--- src/rtl/scan_pkg.sv ---
// Shared types and defaults for the scan-chain transmit driver.
// Chain addresses match the select decode inside ScanTop.
package scan_pkg;

    localparam int SCAN_ADDR_W    = 12;
    localparam int SCAN_PAYLOAD_W = 169;
    localparam int SCAN_PRE_IDLE  = 1;
    localparam int SCAN_POST_IDLE = 2;

    localparam logic [SCAN_ADDR_W-1:0] SCAN_ADDR_OSC     = 12'd1;
    localparam logic [SCAN_ADDR_W-1:0] SCAN_ADDR_RF_ANLG = 12'd2;
    localparam logic [SCAN_ADDR_W-1:0] SCAN_ADDR_SUPPLY  = 12'd3;

    typedef enum logic [2:0] {
        IDLE,
        PRE,
        ADDR,
        DATA,
        POST
    } scan_state_e;

endpackage

--- src/rtl/scan_piso_shift.sv ---
// Parallel-load, MSB-first shift register; msb_o is the bit to transmit next.
// Load takes priority over shift; synchronous active-high reset.
module scan_piso_shift #(
    parameter int WIDTH = 8
) (
    input  logic             clk_i,
    input  logic             rst_i,
    input  logic             load_i,
    input  logic [WIDTH-1:0] load_data_i,
    input  logic             shift_i,
    output logic             msb_o
);

    logic [WIDTH-1:0] shift_q, shift_d;

    always_comb begin
        shift_d = shift_q;
        if (load_i) begin
            shift_d = load_data_i;
        end else if (shift_i) begin
            shift_d = {shift_q[WIDTH-2:0], 1'b0};
        end
    end

    always_ff @(posedge clk_i) begin
        if (rst_i) begin
            shift_q <= '0;
        end else begin
            shift_q <= shift_d;
        end
    end

    assign msb_o = shift_q[WIDTH-1];

endmodule

--- src/rtl/scan_chain_driver.sv ---
// Frames one {address, payload} request onto scan_en/scan_in for ScanTop.
// Optional readback of scan_out during DATA is enabled by SCAN_READBACK_EN.
//
//   state | meaning
//   IDLE  | ready for a request, scan_en low
//   PRE   | PRE_IDLE quiet cycles before the address
//   ADDR  | address bits, MSB first, scan_en high
//   DATA  | payload bits, MSB first, scan_en high
//   POST  | POST_IDLE quiet cycles, done in the last one
module scan_chain_driver
    import scan_pkg::*;
#(
    parameter int ADDR_W    = SCAN_ADDR_W,
    parameter int PAYLOAD_W = SCAN_PAYLOAD_W,
    parameter int PRE_IDLE  = SCAN_PRE_IDLE,
    parameter int POST_IDLE = SCAN_POST_IDLE
) (
    input  logic                 scan_clk,
    input  logic                 scan_reset,
    input  logic                 req_valid,
    output logic                 req_ready,
    input  logic [ADDR_W-1:0]    req_addr,
    input  logic [PAYLOAD_W-1:0] req_payload,
    output logic                 scan_en,
    output logic                 scan_in,
    input  logic                 scan_out,
    output logic                 busy,
    output logic                 done,
    output logic [PAYLOAD_W-1:0] rd_data,
    output logic                 rd_valid
);

    localparam int CNT_W = $clog2(PAYLOAD_W + 1);
    localparam logic [CNT_W-1:0] CNT_PRE  = CNT_W'(PRE_IDLE - 1);
    localparam logic [CNT_W-1:0] CNT_ADDR = CNT_W'(ADDR_W - 1);
    localparam logic [CNT_W-1:0] CNT_DATA = CNT_W'(PAYLOAD_W - 1);
    localparam logic [CNT_W-1:0] CNT_POST = CNT_W'(POST_IDLE - 1);

    scan_state_e      state_q, state_d;
    logic [CNT_W-1:0] cnt_q, cnt_d;
    logic             accept;
    logic             addr_msb, data_msb;
    logic             shift_addr, shift_data;
    logic             scan_en_q, scan_en_d;
    logic             scan_in_q, scan_in_d;
    logic             done_q, done_d;

    assign accept = req_valid && (state_q == IDLE);

    scan_piso_shift #(.WIDTH(ADDR_W)) u_addr_shift (
        .clk_i       (scan_clk),
        .rst_i       (scan_reset),
        .load_i      (accept),
        .load_data_i (req_addr),
        .shift_i     (shift_addr),
        .msb_o       (addr_msb)
    );

    scan_piso_shift #(.WIDTH(PAYLOAD_W)) u_data_shift (
        .clk_i       (scan_clk),
        .rst_i       (scan_reset),
        .load_i      (accept),
        .load_data_i (req_payload),
        .shift_i     (shift_data),
        .msb_o       (data_msb)
    );

    // Shared down-counter: reloaded with (length-1) on entry, phase ends at zero.
    always_comb begin
        state_d = state_q;
        cnt_d   = cnt_q;
        case (state_q)
            IDLE: begin
                if (accept) begin
                    state_d = PRE;
                    cnt_d   = CNT_PRE;
                end
            end
            PRE: begin
                if (cnt_q == '0) begin
                    state_d = ADDR;
                    cnt_d   = CNT_ADDR;
                end else begin
                    cnt_d = cnt_q - CNT_W'(1);
                end
            end
            ADDR: begin
                if (cnt_q == '0) begin
                    state_d = DATA;
                    cnt_d   = CNT_DATA;
                end else begin
                    cnt_d = cnt_q - CNT_W'(1);
                end
            end
            DATA: begin
                if (cnt_q == '0) begin
                    state_d = POST;
                    cnt_d   = CNT_POST;
                end else begin
                    cnt_d = cnt_q - CNT_W'(1);
                end
            end
            POST: begin
                if (cnt_q == '0) begin
                    state_d = IDLE;
                    cnt_d   = '0;
                end else begin
                    cnt_d = cnt_q - CNT_W'(1);
                end
            end
            default: begin
                state_d = IDLE;
                cnt_d   = '0;
            end
        endcase
    end

    // Outputs are registered from the next state, so they line up with state_q.
    always_comb begin
        shift_addr = (state_d == ADDR);
        shift_data = (state_d == DATA);
        scan_en_d  = shift_addr || shift_data;
        scan_in_d  = 1'b0;
        if (shift_addr) begin
            scan_in_d = addr_msb;
        end else if (shift_data) begin
            scan_in_d = data_msb;
        end
        done_d = (state_d == POST) && (cnt_d == '0);
    end

    always_ff @(posedge scan_clk) begin
        if (scan_reset) begin
            state_q   <= IDLE;
            cnt_q     <= '0;
            scan_en_q <= 1'b0;
            scan_in_q <= 1'b0;
            done_q    <= 1'b0;
        end else begin
            state_q   <= state_d;
            cnt_q     <= cnt_d;
            scan_en_q <= scan_en_d;
            scan_in_q <= scan_in_d;
            done_q    <= done_d;
        end
    end

    assign req_ready = (state_q == IDLE);
    assign busy      = (state_q != IDLE);
    assign scan_en   = scan_en_q;
    assign scan_in   = scan_in_q;
    assign done      = done_q;

`ifdef SCAN_READBACK_EN
    logic [PAYLOAD_W-1:0] rd_shift_q, rd_shift_d;
    logic [PAYLOAD_W-1:0] rd_data_q;
    logic                 rd_valid_q;

    // Forwarding the in-flight shift keeps the last bit when POST_IDLE is 1.
    always_comb begin
        rd_shift_d = rd_shift_q;
        if (state_q == DATA) begin
            rd_shift_d = {rd_shift_q[PAYLOAD_W-2:0], scan_out};
        end
    end

    always_ff @(posedge scan_clk) begin
        if (scan_reset) begin
            rd_shift_q <= '0;
            rd_data_q  <= '0;
            rd_valid_q <= 1'b0;
        end else begin
            rd_shift_q <= rd_shift_d;
            rd_valid_q <= done_d;
            if (done_d) begin
                rd_data_q <= rd_shift_d;
            end
        end
    end

    assign rd_data  = rd_data_q;
    assign rd_valid = rd_valid_q;
`else
    logic unused_scan_out;

    assign unused_scan_out = scan_out;
    assign rd_data         = '0;
    assign rd_valid        = 1'b0;
`endif

endmodule

--- config.mk ---
export PLATFORM = sky130hd
export DESIGN_NAME = scan_chain_driver
export DESIGN_NICKNAME = d
export VERILOG_FILES = /design/src/rtl/scan_pkg.sv /design/src/rtl/scan_piso_shift.sv /design/src/rtl/scan_chain_driver.sv
export SDC_FILE = /design/constraint.sdc
export NUM_CORES = 1
export LEC_CHECK = 0
export CELL_PAD_IN_SITES_DETAIL_PLACEMENT = 1
export CELL_PAD_IN_SITES_GLOBAL_PLACEMENT = 1
export CORE_ASPECT_RATIO = 1.25
export CORE_MARGIN = 4
export CORE_UTILIZATION = 47
export CTS_CLUSTER_DIAMETER = 40
export DETAILED_ROUTE_END_ITERATION = 7
export DONT_BUFFER_PORTS = 1
export GPL_TIMING_DRIVEN = 0
export PLACE_DENSITY = 0.84
export SYNTH_ARGS = -nofsm -noshare
export SYNTH_HDL_FRONTEND = slang
export SYNTH_SLANG_ARGS = --single-unit
--- constraint.sdc ---
create_clock -name scan_clk -period 2.7 [get_ports scan_clk]
set_clock_uncertainty 0.1 [all_clocks]
set_input_delay 0.54 -clock scan_clk [delete_from_list [all_inputs] [get_ports scan_clk]]
set_output_delay 0.54 -clock scan_clk [all_outputs]
set_load 0.01 [all_outputs]
; Word-level counts from Yosys, hierarchy flattened
; Cells that the tools add are included.
[classes]
mux = 18
eq_ne = 7
addsub = 1
n_reduce_logical = 9
[op_table]
columns = operator, n
row1 = $mux 169, 2
row2 = $mux 8, 5
row3 = $pmux 8 s5, 1
row4 = $mux 12, 2
row5 = $logic_not 8->1, 2
row6 = $mux 3, 5
row7 = $pmux 3 s5, 1
row8 = $eq 3x2->1 const B, 4
row9 = $sub 8x1->8 const B, 1
row10 = $eq 3x3->1 const B, 2
row11 = $reduce_bool 2->1, 2
row12 = $eq 3x1->1 const B, 1
row13 = $logic_not 3->1, 1
row14 = $reduce_bool 3->1, 1
row15 = $logic_and 1x1->1, 2
row16 = $mux 1, 2
row17 = $logic_or 1x1->1, 1
[word_totals]
wordCells = 42
out_inout_bits = 175
input_bits = 185
reg_bits = 195

; Longest topological paths before layout
[depth]
depth_word = 7
depth_mapped = 10
ltp_nobuf = 8

; Hierarchy
; A second synthesis with hierarchy kept.
[hier_totals]
hier_cells = 1096
area_unflattened_um2 = 10689.0
[by_module_without_submodules]
columns = module, seq_area_each_um2, instances, area_per_inst_um2, cells_per_inst
row1 = scan_piso_shift (u_data_shift), 3383.2, 1, 7852.5, 752
row2 = scan_chain_driver, 280.3, 1, 2238.4, 291
row3 = scan_piso_shift (u_addr_shift), 240.2, 1, 598.1, 53

; Worst setup path after synthesis
; Ideal clock, no wire load.
[synth_path]
path_type = reg-to-reg
from = register cnt_q[0]
to = register u_data_shift.shift_q[100]
t_required_ns = 2.463
t_arrival_ns = 2.102
setup_time_ns = 0.137
n_path_buf = 2
period_less_slack_ns = 2.339
path_stages_with_launch = 11
path_slack_ns = 0.361
path_cell_list = dfxtp_1 -> inv_1 -> ha_1 -> nor3b_1 -> nand2_2 -> xnor2_1 -> nand2_1 -> buf_4 -> buf_6 -> mux2i_1 -> a211oi_1
[synth_via]
elab_chain_cells = 5
elab_cells_between_ends = 8
cone_classes = eq/ne: 1 / mux: 5 / reduce/logical: 2
[synth_lines]
columns = item, line_no
row1 = "start, declared", scan_chain_driver.sv:40  ; logic [CNT_W-1:0] cnt_q, cnt_d;
row2 = "start signal, assigned", scan_chain_driver.sv:141  ; cnt_q <= cnt_d;
row3 = $logic_not 8->1 (*), --
row4 = $mux 3 (on tied branches), --
row5 = $pmux 3 s5 (*), scan_chain_driver.sv:72  ; case (state_q)
row6 = $eq 3x2->1 (*), scan_chain_driver.sv:121  ; shift_data = (state_d == DATA);
row7 = $reduce_bool 2->1 (no source line) (*), --
row8 = "end signal, assigned", scan_piso_shift.sv:29  ; shift_q <= shift_d;
row9 = "end, declared", scan_piso_shift.sv:14  ; logic [WIDTH-1:0] shift_q, shift_d;
; Every way passes the cells marked *; elsewhere a longest branch is shown, timed or not.
; A chain may end at the register's enable or synchronous reset.

; Worst setup path in the final report
[layout_path]
from = register cnt_q[0]
to = register done_q, in the netlist done
[layout_via]
elab_chain_cells = 5
elab_cells_between_ends = 16
cone_classes = add/sub: 1 / eq/ne: 1 / mux: 11 / reduce/logical: 3
[layout_lines]
columns = item, line_no
row1 = $sub 8x1->8 or $logic_not 8->1 (tied branches), --
row2 = $mux 8 (tied with other cells), scan_chain_driver.sv:104  ; if (cnt_q == '0) begin
row3 = $pmux 8 s5 or $pmux 3 s5 (tied branches), scan_chain_driver.sv:72
row4 = $logic_not 8->1 or $eq 3x3->1 (tied branches), scan_chain_driver.sv:129  ; done_d = (state_d == POST) && (cnt_d == '0);
row5 = $logic_and 1x1->1 (*), scan_chain_driver.sv:129
row6 = "end signal, assigned", scan_chain_driver.sv:144  ; done_q <= done_d;
row7 = "end, declared", scan_chain_driver.sv:46  ; logic done_q, done_d;
; Marks and branches as above.

==> metrics.md <==
| Metric | Value |
|---|---|
| Final hold slack | `156.7 ps` |
| Routability Congestion | `0.8715` |
| Die Area | `0.02402 sq mm` |
| CTS Buffer Depth | `2` |
| Vias in the first global route | `8295` |
| Worst VDD drop | `0.4871 mV` |
| Row cnt | `59` |
| Largest net degree at the start of global routing | `17` |
| Core ar. | `0.02104 sq mm` |
| 1st-iter DRT viols | `290` |
| CTS buffer count | `17` |
| Worst EP arrival | `2840 ps` |
| Fmax achieved | `389.3 MHz` |
| Initial Util | `0.4823` |
| Routed WL per cell | `17.03 microns` |
| Worst slew margin | `0.3288` |
| Required time worst endpoint | `2970 ps` |
| Slowest CP cell | `or4_1` |
| Detailed Place HPWL | `20.27 mm` |
| PwrDens | `1023 mW/mm^2` |
| Worst Tran Pin Value | `997.6 ps` |
| Clk_lat worst skew | `430 ps` |
| Synth warn | `0` |
| Layout area overhead | `16.66%` |
| Synth Flop Type | `dfxtp_1` |
| CTS H-tree depth | `4` |
| Port Buffers | `0` |
| Post-synth EDFFs | `0` |
| Commonest non-fill, non-tap cell in the layout | `nor2_1` |
| Via count | `7976` |
| Nets@finish | `1488` |
| Yosys reg bits | `195` |
| First-pass GRT wire length | `42.54 mm` |
| Synth Cell Area | `0.01015 sq mm` |
| Leakage | `0.006082 uW` |
| CP cell instances | `inv_1 -> ha_1 -> nor3b_4 -> nand2_2 -> nand2_1 -> or4_1 -> nor4b_1 -> and4_1` |
| Synth Instances | `1111` |
| Max Cap Violations | `0` |
| Commonest cells after routing, fill and taps aside | `nor2_1 (214), dfxtp_1 (195), buf_4 (172)` |
| CTS tree | `done` |
| Final Util | `0.5627` |
| DIE WIDTH | `139.4 microns` |
| Critical Path Start Type | `flop` |
| CTS sink count | `195` |
| Die height | `172.3 microns` |
| Sequential share of the synthesized area | `0.3847` |
| # DRC | `0` |
| Worst Slack Setup Final | `131.6 ps` |
| Slew Limit Fails | `0` |
| Clk pin slew, worst setup/hold paths | `70 ps` |
| # IOs | `360` |
| Critical path type | `reg -> reg` |
| Total GRT Usage | `0.2160` |
| Tmin final | `2568 ps` |
| Share of cells above drive strength 1 | `0.1866` |
| Root Driver | `clkbuf_16` |
| Status | `completed` |
| Post-Syn Area per Cell | `9.133 sq um` |
| Distinct cells, synth | `51` |
| CP max stage delay | `510 ps` |
| Final WL | `27.03 mm` |
| Vias per cell | `5.026` |
| CP endpoint kind | `flop` |
| Pre-CTS setup slack | `-416.2 ps` |
| Fill cells | `2546` |
| Final hold vios | `0` |
| DRT Pass-1 Iters | `4` |
| GRT overflow | `0` |
| Initial antenna violation count | `2` |
| Hold Crit Class | `in -> reg` |
| Routed Antenna Nets | `0` |
| Post-synth ARST share | `0` |
| Tcrit/Tclk final | `0.9513` |
| Final setup violation count | `0` |
| Crit Path Max Fanout | `8` |
| Inserted Diodes | `0` |
==> registers in the layout, indices dropped and copies added (netlist names) <==
register	cells
scan_en	1
scan_in	1
done	1
u_addr_shift.shift_q	12
cnt_q	8
state_q	3
u_data_shift.shift_q	169
==> per-layer routing <==
layer  share of wire  vias up  GRT usage
li1                -     3958          -
met1            0.39     3766     0.2483
met2            0.52      226     0.3934
met3           0.072       22    0.06750
met4          0.0097        4    0.05149
met5         0.00085        -          0
==> Yosys cell counts (3+ instances only) <==
library cell	n	area share
mux2i_1	170	0.17
buf_4	173	0.13
o21ai_0	6	0.0030
dfxtp_1	195	0.38
nor3b_1	3	0.0022
nand3_1	3	0.0015
inv_1	8	0.0030
a21oi_1	7	0.0035
clkbuf_1	65	0.024
buf_2	7	0.0035
nor3_1	5	0.0025
buf_6	11	0.012
o21ai_1	5	0.0025
a211oi_1	168	0.12
nand2_1	12	0.0044
a2111oi_2	8	0.012
a2111oi_0	3	0.0026
nor4_1	3	0.0018
or4_1	3	0.0022
nand3b_1	3	0.0022
nor2_1	214	0.079
nor2b_1	4	0.0025
==> metrics by stage <==
step / cell area [sq um] / power, uW / setup TNS, ps / std cells
after floorplan: 10780 / 8195 / 0 / 1280
after detailed placement: 11120 / 9263 / -49240 / 1554
after global placement: 11120 / 9103 / -57650 / 1554
final: 11840 / 12110 / 0 / 1587
after CTS: 11780 / 12120 / 0 / 1586
after global routing: 11840 / 12970 / -15.34 / 1587
==> kinds of logic (layout without fill, tap and decap cells) <==
logic type / Yosys count / after routing / synth area share
buf+inv: 264 / 297 / 0.1707
simple gates: 263 / 263 / 0.1101
compound gates: 213 / 213 / 0.1614
flops: 195 / 195 / 0.3847
mux: 170 / 170 / 0.1677
xor+xnor: 3 / 3 / 0.002590
fa+ha+maj: 2 / 2 / 0.002466
other cells: 1 / 170 / 0.0003696
==> critical path, delay by kind of cell (launching register included) <==
kind                     cells  cell delay [ps]
flip-flops                   1              470
AND/OR/NAND/NOR              6             1560
buffers and inverters        1              120
adder cells (fa/ha/maj)      1              260
==> worst paths after layout <==
kind | startpoint | end | slack (ps) | depth (start not counted)
setup / recovery | cnt_q[0]$_SDFF_PP0_ | done$_SDFF_PP0_ | 130 | 8
hold / removal | req_payload[0] | u_data_shift.shift_q[0]$_SDFFE_PP0P_ | 160 | 2
setup reg to reg | cnt_q[0]$_SDFF_PP0_ | done$_SDFF_PP0_ | 130 | 8
hold reg to reg | u_addr_shift.shift_q[0]$_SDFFE_PP0P_ | u_addr_shift.shift_q[0]$_SDFFE_PP0P_ | 390 | 2
==> where the power goes <==
| part | internal [uW] | switching (uW) |
|---|---|---|
| registers | 3810 | 577 |
| clock network | 1610 | 1110 |
| logic | 2160 | 2860 |
| total | 7570 | 4540 |
==> repair_timing <==
item,4_1_cts,5_1_grt
endpoints found under the hold margin,0,0
buffers inserted,1,1
hold buffers,0,0
pin swaps,0,1
gates resized for setup,5,11
setup endpoints to repair,169,56
==> layout make-up <==
cell class | instances | area [sq um] | area share
multi-input cells | 821 | 5176 | 0.4373
flip-flops and latches | 195 | 3904 | 0.3298
plain buffers | 256 | 1725 | 0.1458
clock buffers | 20 | 456.7 | 0.03858
well taps | 274 | 342.8 | 0.02896
clock inverters | 11 | 175.2 | 0.01480
inverters | 8 | 30.03 | 0.002537
repair buffers | 2 | 27.53 | 0.002325
Note: power is estimated with default switching activity, not from simulation.
